$ cat config.mk
export PLATFORM = sky130hd
export DESIGN_NAME = spec_tlb_unit_flat
export DESIGN_NICKNAME = d
export VERILOG_FILES = /design/src/rtl/spec_tlb_if.sv /design/src/rtl/spec_tlb_unit.sv /design/src/flat_wrapper.sv
export SDC_FILE = /design/constraint.sdc
export NUM_CORES = 1
export LEC_CHECK = 0
export ABC_AREA = 1
export BUFFER_PORTS_ARGS = -buffer_cell sky130_fd_sc_hd__buf_2
export CORE_MARGIN = 4
export CORE_UTILIZATION = 60
export CTS_CLUSTER_DIAMETER = 30
export CTS_CLUSTER_SIZE = 24
export DETAILED_ROUTE_END_ITERATION = 12
export HOLD_SLACK_MARGIN = 0.15
export PLACE_DENSITY = 0.8
export SYNTH_ARGS = -nofsm -noshare
export SYNTH_HDL_FRONTEND = slang
export SYNTH_SLANG_ARGS = --single-unit
$ cat constraint.sdc
create_clock -name clk -period 3.5 [get_ports clk]
set_clock_uncertainty 0.2 [all_clocks]
set_input_delay 0.35 -clock clk [delete_from_list [all_inputs] [get_ports clk]]
set_output_delay 0.35 -clock clk [all_outputs]
set_load 0.01 [all_outputs]
$ cat src/rtl/spec_tlb_if.sv
// Request/response and page-table handshake bundle for the speculative TLB.
interface spec_tlb_if;
    logic        TRANS_RQST;
    logic        SPEC_TLB_RQST;
    logic [8:0]  VIRT_ADDR_LOOKUP;
    logic        SPEC_HIT;
    logic        TLB_HIT;
    logic [8:0]  PHY_ADDR_TRANS;
    logic        DONE_TRANS;
    logic        PAGE_8B_RQST;
    logic [5:0]  PAGE_8B_LOOKUP;
    logic [11:0] PAGE_8B_RECV;
    logic        PAGE_8B_COMPLETE;
    logic        PAGE_32B_RQST;
    logic [3:0]  PAGE_32B_LOOKUP;
    logic [7:0]  PAGE_32B_RECV;
    logic        PAGE_32B_COMPLETE;

    // Requester and page-table side.
    modport master (
        output TRANS_RQST, SPEC_TLB_RQST, VIRT_ADDR_LOOKUP,
        output PAGE_8B_RECV, PAGE_8B_COMPLETE, PAGE_32B_RECV, PAGE_32B_COMPLETE,
        input  SPEC_HIT, TLB_HIT, PHY_ADDR_TRANS, DONE_TRANS,
        input  PAGE_8B_RQST, PAGE_8B_LOOKUP, PAGE_32B_RQST, PAGE_32B_LOOKUP
    );

    // TLB side.
    modport slave (
        input  TRANS_RQST, SPEC_TLB_RQST, VIRT_ADDR_LOOKUP,
        input  PAGE_8B_RECV, PAGE_8B_COMPLETE, PAGE_32B_RECV, PAGE_32B_COMPLETE,
        output SPEC_HIT, TLB_HIT, PHY_ADDR_TRANS, DONE_TRANS,
        output PAGE_8B_RQST, PAGE_8B_LOOKUP, PAGE_32B_RQST, PAGE_32B_LOOKUP
    );
endinterface

$ cat src/rtl/spec_tlb_unit.sv
// Fully-associative TLB for 8B/32B pages with two-level page walk on miss
// and neighbour-based speculative translation.
module spec_tlb_unit #(
    parameter int unsigned NUM_ENTRIES = 4
) (
    input logic       clk,
    input logic       rst_n,
    spec_tlb_if.slave bus
);

    localparam int unsigned IDX_W = (NUM_ENTRIES > 1) ? $clog2(NUM_ENTRIES) : 1;

    typedef struct packed {
        logic       valid;
        logic       size;
        logic [5:0] vpn;
        logic [5:0] ppn;
    } tlb_entry_t;

    typedef enum logic [2:0] {
        S_IDLE,
        S_LOOKUP,
        S_WALK32,
        S_WAIT32,
        S_WALK8,
        S_WAIT8,
        S_RESP
    } state_t;

    state_t           state;
    tlb_entry_t       entries [NUM_ENTRIES];
    logic [IDX_W-1:0] ptr;
    logic [8:0]       va;
    logic             spec_en;
    logic             spec_made;
    logic [8:0]       spec_pa;
    logic [8:0]       res_pa;
    logic             res_hit;
    logic             res_valid;

    logic             hit;
    logic [8:0]       hit_pa;
    logic             free_found;
    logic [IDX_W-1:0] free_idx;
    logic [IDX_W-1:0] fill_idx;
    logic             cand_found;
    logic [5:0]       cand_ppn;
    logic [8:0]       cand_pa;
    logic             unused_bits;

    assign unused_bits = ^{bus.PAGE_8B_RECV[10:6], bus.PAGE_32B_RECV[6:4]};

    // Associative match (lowest index wins), first free slot and speculation source.
    always_comb begin
        hit        = 1'b0;
        hit_pa     = '0;
        free_found = 1'b0;
        free_idx   = '0;
        cand_found = 1'b0;
        cand_ppn   = '0;
        for (int i = 0; i < int'(NUM_ENTRIES); i++) begin
            if (entries[i].valid && !hit) begin
                if (!entries[i].size && (entries[i].vpn == va[8:3])) begin
                    hit    = 1'b1;
                    hit_pa = {entries[i].ppn, va[2:0]};
                end else if (entries[i].size && (entries[i].vpn[5:2] == va[8:5])) begin
                    hit    = 1'b1;
                    hit_pa = {entries[i].ppn[3:0], va[4:0]};
                end
            end
            if (!entries[i].valid && !free_found) begin
                free_found = 1'b1;
                free_idx   = IDX_W'(i);
            end
            if (entries[i].valid && !entries[i].size && !cand_found &&
                (entries[i].vpn[5:2] == va[8:5])) begin
                cand_found = 1'b1;
                cand_ppn   = entries[i].ppn + (va[8:3] - entries[i].vpn);
            end
        end
        cand_pa  = {cand_ppn, va[2:0]};
        fill_idx = free_found ? free_idx : ptr;
    end

    // Control FSM with registered outputs; one-cycle strobes default low.
    always_ff @(posedge clk or negedge rst_n) begin
        if (!rst_n) begin
            state               <= S_IDLE;
            ptr                 <= '0;
            va                  <= '0;
            spec_en             <= 1'b0;
            spec_made           <= 1'b0;
            spec_pa             <= '0;
            res_pa              <= '0;
            res_hit             <= 1'b0;
            res_valid           <= 1'b0;
            bus.SPEC_HIT        <= 1'b0;
            bus.TLB_HIT         <= 1'b0;
            bus.PHY_ADDR_TRANS  <= '0;
            bus.DONE_TRANS      <= 1'b0;
            bus.PAGE_8B_RQST    <= 1'b0;
            bus.PAGE_8B_LOOKUP  <= '0;
            bus.PAGE_32B_RQST   <= 1'b0;
            bus.PAGE_32B_LOOKUP <= '0;
            for (int i = 0; i < int'(NUM_ENTRIES); i++) begin
                entries[i] <= '0;
            end
        end else begin
            bus.DONE_TRANS    <= 1'b0;
            bus.PAGE_8B_RQST  <= 1'b0;
            bus.PAGE_32B_RQST <= 1'b0;
            case (state)
                S_IDLE: begin
                    if (bus.TRANS_RQST) begin
                        va           <= bus.VIRT_ADDR_LOOKUP;
                        spec_en      <= bus.SPEC_TLB_RQST;
                        spec_made    <= 1'b0;
                        bus.SPEC_HIT <= 1'b0;
                        bus.TLB_HIT  <= 1'b0;
                        state        <= S_LOOKUP;
                    end
                end
                S_LOOKUP: begin
                    if (hit) begin
                        res_pa    <= hit_pa;
                        res_hit   <= 1'b1;
                        res_valid <= 1'b1;
                        state     <= S_RESP;
                    end else begin
                        res_hit   <= 1'b0;
                        spec_made <= spec_en && cand_found;
                        spec_pa   <= cand_pa;
                        state     <= S_WALK32;
                    end
                end
                S_WALK32: begin
                    bus.PAGE_32B_RQST   <= 1'b1;
                    bus.PAGE_32B_LOOKUP <= va[8:5];
                    state               <= S_WAIT32;
                end
                S_WAIT32: begin
                    if (bus.PAGE_32B_COMPLETE) begin
                        if (bus.PAGE_32B_RECV[7]) begin
                            res_pa            <= {bus.PAGE_32B_RECV[3:0], va[4:0]};
                            res_valid         <= 1'b1;
                            entries[fill_idx] <= '{valid: 1'b1, size: 1'b1,
                                                   vpn: {va[8:5], 2'b00},
                                                   ppn: {2'b00, bus.PAGE_32B_RECV[3:0]}};
                            if (!free_found) begin
                                ptr <= (ptr == IDX_W'(NUM_ENTRIES - 1)) ? '0 : ptr + 1'b1;
                            end
                            state <= S_RESP;
                        end else begin
                            state <= S_WALK8;
                        end
                    end
                end
                S_WALK8: begin
                    bus.PAGE_8B_RQST   <= 1'b1;
                    bus.PAGE_8B_LOOKUP <= va[8:3];
                    state              <= S_WAIT8;
                end
                S_WAIT8: begin
                    if (bus.PAGE_8B_COMPLETE) begin
                        if (bus.PAGE_8B_RECV[11]) begin
                            res_pa            <= {bus.PAGE_8B_RECV[5:0], va[2:0]};
                            res_valid         <= 1'b1;
                            entries[fill_idx] <= '{valid: 1'b1, size: 1'b0,
                                                   vpn: va[8:3],
                                                   ppn: bus.PAGE_8B_RECV[5:0]};
                            if (!free_found) begin
                                ptr <= (ptr == IDX_W'(NUM_ENTRIES - 1)) ? '0 : ptr + 1'b1;
                            end
                        end else begin
                            res_pa    <= '0;
                            res_valid <= 1'b0;
                        end
                        state <= S_RESP;
                    end
                end
                S_RESP: begin
                    bus.DONE_TRANS     <= 1'b1;
                    bus.PHY_ADDR_TRANS <= res_pa;
                    bus.TLB_HIT        <= res_hit;
                    bus.SPEC_HIT       <= !res_hit && spec_made && res_valid && (spec_pa == res_pa);
                    state              <= S_IDLE;
                end
                default: state <= S_IDLE;
            endcase
        end
    end

endmodule

$ cat src/flat_wrapper.sv
// flat-port wrapper written by rule: the top's interface ports become plain ports
module spec_tlb_unit_flat 
#(
    parameter int unsigned NUM_ENTRIES = 4
)
  (clk, rst_n, bus_TRANS_RQST, bus_SPEC_TLB_RQST, bus_VIRT_ADDR_LOOKUP, bus_PAGE_8B_RECV, bus_PAGE_8B_COMPLETE, bus_PAGE_32B_RECV, bus_PAGE_32B_COMPLETE, bus_SPEC_HIT, bus_TLB_HIT, bus_PHY_ADDR_TRANS, bus_DONE_TRANS, bus_PAGE_8B_RQST, bus_PAGE_8B_LOOKUP, bus_PAGE_32B_RQST, bus_PAGE_32B_LOOKUP);
  spec_tlb_if bus_i ();
  input logic clk;
  input logic rst_n;
  input wire logic [$bits(bus_i.TRANS_RQST)-1:0] bus_TRANS_RQST;
  input wire logic [$bits(bus_i.SPEC_TLB_RQST)-1:0] bus_SPEC_TLB_RQST;
  input wire logic [$bits(bus_i.VIRT_ADDR_LOOKUP)-1:0] bus_VIRT_ADDR_LOOKUP;
  input wire logic [$bits(bus_i.PAGE_8B_RECV)-1:0] bus_PAGE_8B_RECV;
  input wire logic [$bits(bus_i.PAGE_8B_COMPLETE)-1:0] bus_PAGE_8B_COMPLETE;
  input wire logic [$bits(bus_i.PAGE_32B_RECV)-1:0] bus_PAGE_32B_RECV;
  input wire logic [$bits(bus_i.PAGE_32B_COMPLETE)-1:0] bus_PAGE_32B_COMPLETE;
  output wire logic [$bits(bus_i.SPEC_HIT)-1:0] bus_SPEC_HIT;
  output wire logic [$bits(bus_i.TLB_HIT)-1:0] bus_TLB_HIT;
  output wire logic [$bits(bus_i.PHY_ADDR_TRANS)-1:0] bus_PHY_ADDR_TRANS;
  output wire logic [$bits(bus_i.DONE_TRANS)-1:0] bus_DONE_TRANS;
  output wire logic [$bits(bus_i.PAGE_8B_RQST)-1:0] bus_PAGE_8B_RQST;
  output wire logic [$bits(bus_i.PAGE_8B_LOOKUP)-1:0] bus_PAGE_8B_LOOKUP;
  output wire logic [$bits(bus_i.PAGE_32B_RQST)-1:0] bus_PAGE_32B_RQST;
  output wire logic [$bits(bus_i.PAGE_32B_LOOKUP)-1:0] bus_PAGE_32B_LOOKUP;
  assign bus_i.TRANS_RQST = bus_TRANS_RQST;
  assign bus_i.SPEC_TLB_RQST = bus_SPEC_TLB_RQST;
  assign bus_i.VIRT_ADDR_LOOKUP = bus_VIRT_ADDR_LOOKUP;
  assign bus_i.PAGE_8B_RECV = bus_PAGE_8B_RECV;
  assign bus_i.PAGE_8B_COMPLETE = bus_PAGE_8B_COMPLETE;
  assign bus_i.PAGE_32B_RECV = bus_PAGE_32B_RECV;
  assign bus_i.PAGE_32B_COMPLETE = bus_PAGE_32B_COMPLETE;
  assign bus_SPEC_HIT = bus_i.SPEC_HIT;
  assign bus_TLB_HIT = bus_i.TLB_HIT;
  assign bus_PHY_ADDR_TRANS = bus_i.PHY_ADDR_TRANS;
  assign bus_DONE_TRANS = bus_i.DONE_TRANS;
  assign bus_PAGE_8B_RQST = bus_i.PAGE_8B_RQST;
  assign bus_PAGE_8B_LOOKUP = bus_i.PAGE_8B_LOOKUP;
  assign bus_PAGE_32B_RQST = bus_i.PAGE_32B_RQST;
  assign bus_PAGE_32B_LOOKUP = bus_i.PAGE_32B_LOOKUP;
  spec_tlb_unit #(.NUM_ENTRIES(NUM_ENTRIES)) u_core (.clk(clk), .rst_n(rst_n), .bus(bus_i));
endmodule
==> impl_metrics.py <==
metrics = {
    "global_routing": {
        "total_track_usage_pct": 28.2,
        "number_of_global_route_vias_before_repair": 6276,
        "grt_start_max_net_pins": 62,
        "antenna_found_initial": 0,
        "grt_overflow_total": 0,
        "wire_length_of_the_first_global_routing_pass_mm": 30.8,
        "grtUsageMet1_pct": 36.6,
        "grt_use_met2_pct": 46.4,
        "met3_usage_pct": 5.55,
        "most_crowded_layer_after_global_routing": "met2",
    },
    "logic_synthesis": {
        "syn_avg_cell_area_um2": 7.99,
        "synth.top_cells.by_count": "234 x sky130_fd_sc_hd__nand2_1, 143 x sky130_fd_sc_hd__inv_1, 116 x sky130_fd_sc_hd__dfrtp_1",
        "synth-edff-count": 0,
        "synth_top_area_share_pct": 39.7,
        "netlist.top_cell.by_area": "sky130_fd_sc_hd__dfrtp_1",
        "async_set_reset_flop_share_out_of_synthesis_pct": 100,
        "synth_area_leaders": "sky130_fd_sc_hd__dfrtp_1 40%, sky130_fd_sc_hd__nand2_1 12%, sky130_fd_sc_hd__inv_1 7.3%",
        "post_synth_inst_count": 914,
        "synthFlopType": "sky130_fd_sc_hd__dfrtp_1",
        "mappedNetlistNets": 1010,
        "post_synth_num_cell_types": 45,
        "synth_area_um2": 7300,
        "yosysWarnings": 0,
        "yosys_register_bits": 116,
        "yosysSeqAreaShare_pct": 39.7,
        "synth.most_common_cell": "sky130_fd_sc_hd__nand2_1",
    },
    "sta": {
        "hold_viol": 0,
        "max_freq_mhz": 329,
        "final.hold.worst_slack_ps": 168,
        "fin_crit_ps": 3040,
        "final.setup.tns_ps": 0,
        "setup_viol": 0,
        "timing_worst_slew_pin_value_ps": 877,
        "grt_setup_unrepaired": "false",
        "report.final.slew_viol_count": 0,
        "max_slew_margin_pct": 40.9,
        "post-route-period-util_pct": 86.9,
    },
    "clock_network": {
        "clk_pin_slew_ps": 50,
        "tritoncts_num_sinks": 116,
        "root_buffer_cell": "sky130_fd_sc_hd__clkbuf_16",
        "tritoncts": "built",
        "clock_tree.buffer_depth": 2,
        "numCtsBuffers": 17,
        "cts_max_level": 4,
        "clock_insertion_delay_worst_skew_ps": 420,
        "postCtsSetupBuffers": 0,
    },
    "cells_and_area": {
        "antenna-diode-count": 0,
        "layout-drive-gt1-share_pct": 14.2,
        "finish.net_count": 1085,
        "finish.utilization_pct": 70.7,
        "area_growth_syn_to_layout_pct": 15.8,
    },
    "detailed_routing": {
        "drt_pass1_iterations": 5,
        "route.detailed.drc": 0,
        "vias_per_cell": 5.49,
        "antenna_violating_nets_post_route": 0,
        "drt_wl_total_mm": 18.6,
        "detailedRoute.firstIterationViolations": 545,
        "via_count": 6303,
        "wl_per_cell_um": 16.2,
    },
    "die": {
        "ioPinCount": 59,
        "initial_core_util_pct": 61.1,
        "die_height_um": 118,
        "fp-row-count": 40,
        "area_enclosed_by_the_die_boundary_um2": 14000,
        "core-area_um2": 12000,
        "floorplan.die.width_um": 118,
    },
    "worst_setup_path": {
        "critical_path_class": "register to register",
        "critical-path-top-cell-by-count": "sky130_fd_sc_hd__nand2_1",
        "path_cells": "inv_1, fa_1, inv_1, ha_1, nand3_1, nand3_1, nand2_1, nand2_1, a21oi_1, nor2_1, or2_2, nand4_1, nand2_1, nand2_1",
        "worst-path-max-fanout": 11,
        "slowest_stage": "sky130_fd_sc_hd__fa_1",
        "path_delay_family": "simple AND/OR/NAND/NOR gates",
        "worstPathRequired_ps": 3650,
        "critical_path_buf_inv_count": 2,
        "crit_path_start_kind": "register",
        "slowest_delay_ps": 510,
        "timing.critical_path.arrival_ps": 3190,
        "critPathCaptureType": "register",
    },
    "pwr": {
        "p_per_area_nw_per_um2": 1110,
        "total_power_mw": 9.39,
        "power.ir.vdd_worst_mv": 0.768,
        "cellLeakagePower_nw": 4.32,
    },
    "place": {
        "post-dp-hpwl_mm": 13.5,
        "gp_congestion": 0.960,
        "place.port_buffers": 50,
    },
    "min_path": {
        "holdCritPathClass": "input pin to register",
    },
    "run_status": {
        "status": "completed",
    },
    "flow_run": {
        "max_cap_violations": 0,
    },
}
-- cell families after synthesis --
| kind of cell | Yosys count | share of synthesized area (%) |
|---|---|---|
| mux | 5 | 0.771 |
| fa+ha+maj | 61 | 12.5 |
| flops | 116 | 39.7 |
| simple gates | 366 | 21.8 |
| buf+inv | 173 | 9.42 |
| xor+xnor | 24 | 2.98 |
| compound gates | 169 | 12.8 |
-- cell usage in the layout, fill, tap and decap left out, types with 10 or more instances in the layout --
| cell type | netlist | routed |
|---|---|---|
| sky130_fd_sc_hd__o21ai_1 | 30 | 30 |
| sky130_fd_sc_hd__ha_1 | 41 | 41 |
| sky130_fd_sc_hd__clkbuf_16 | 0 | 17 |
| sky130_fd_sc_hd__dfrtp_1 | 116 | 116 |
| sky130_fd_sc_hd__nor2_1 | 58 | 58 |
| sky130_fd_sc_hd__nand4_1 | 10 | 10 |
| sky130_fd_sc_hd__dlygate4sd3_1 | 0 | 17 |
| sky130_fd_sc_hd__inv_2 | 12 | 12 |
| sky130_fd_sc_hd__nand2_1 | 234 | 234 |
| sky130_fd_sc_hd__buf_2 | 4 | 49 |
| sky130_fd_sc_hd__a21oi_1 | 35 | 35 |
| sky130_fd_sc_hd__o21ai_0 | 77 | 77 |
| sky130_fd_sc_hd__nand3_1 | 27 | 27 |
| sky130_fd_sc_hd__inv_1 | 143 | 143 |
| sky130_fd_sc_hd__xnor2_1 | 14 | 14 |
| sky130_fd_sc_hd__fa_1 | 20 | 20 |
-- stage by stage --
step                worst slack, ps  instance area (µm²)  instances
floorplan                       709                 7300        914
global placement                577                 7700       1100
detailed placement              511                 7700       1100
CTS                             476                 8460       1149
global route                    261                 8460       1149
finish                          459                 8460       1149
-- cell type report --
type | count | area, µm²
repair buffers | 74 | 488
fillers | 912 | 3500
clock buffers | 17 | 425
well taps | 147 | 184
clock inverters | 15 | 163
flip-flops and latches | 116 | 2900
multi-input cells | 625 | 3710
inverters | 155 | 582
-- worst paths after layout --
check / start / to / slack [ps] / depth (start not counted)
max: u_core.va[5]$_DFFE_PN0P_ / u_core.spec_pa[8]$_DFFE_PN0P_ / 460 / 14
max reg2reg: u_core.va[5]$_DFFE_PN0P_ / u_core.spec_pa[8]$_DFFE_PN0P_ / 460 / 14
min reg2reg: u_core.bus.PHY_ADDR_TRANS[4]$_DFFE_PN0P_ / u_core.bus.PHY_ADDR_TRANS[4]$_DFFE_PN0P_ / 270 / 2
min: bus_PAGE_8B_RECV[5] / u_core.entries[5]$_DFFE_PN0P_ / 170 / 5
min in group asynchronous: rst_n / u_core.entries[49]$_DFFE_PN0P_ / 330 / 2
max in group asynchronous: rst_n / u_core.state[0]$_DFFE_PN0P_ / 2000 / 3
-- routing by layer --
layer  routed length, µm  up-vias
met5                   0        -
li1                    -     3056
met4                 627        0
met2                8810      267
met3                1510       50
met1                7690     2930
-- where the power goes --
part           switching (mW)  internal [mW]
sequential              0.498           1.94
combinational            3.22           2.02
clock                   0.620           1.11
total                    4.33           5.06
-- worst register-to-register path: stages (launching register included) --
cell and delay, ps:
sky130_fd_sc_hd__dfrtp_1 370, sky130_fd_sc_hd__inv_1 490, sky130_fd_sc_hd__fa_1 510, sky130_fd_sc_hd__inv_1 70, sky130_fd_sc_hd__ha_1 270, sky130_fd_sc_hd__nand3_1 130
sky130_fd_sc_hd__nand3_1 70, sky130_fd_sc_hd__nand2_1 80, sky130_fd_sc_hd__nand2_1 50, sky130_fd_sc_hd__a21oi_1 160, sky130_fd_sc_hd__nor2_1 50, sky130_fd_sc_hd__or2_2 290
sky130_fd_sc_hd__nand4_1 100, sky130_fd_sc_hd__nand2_1 60, sky130_fd_sc_hd__nand2_1 50
-- what timing repair did --
| item | in CTS | in global routing |
|---|---|---|
| hold buffers | 17 | 0 |
| resized for setup | 0 | 0 |
| hold endpoints to repair | 70 | 0 |
No activity file was read; power rests on OpenSTA's default activity.
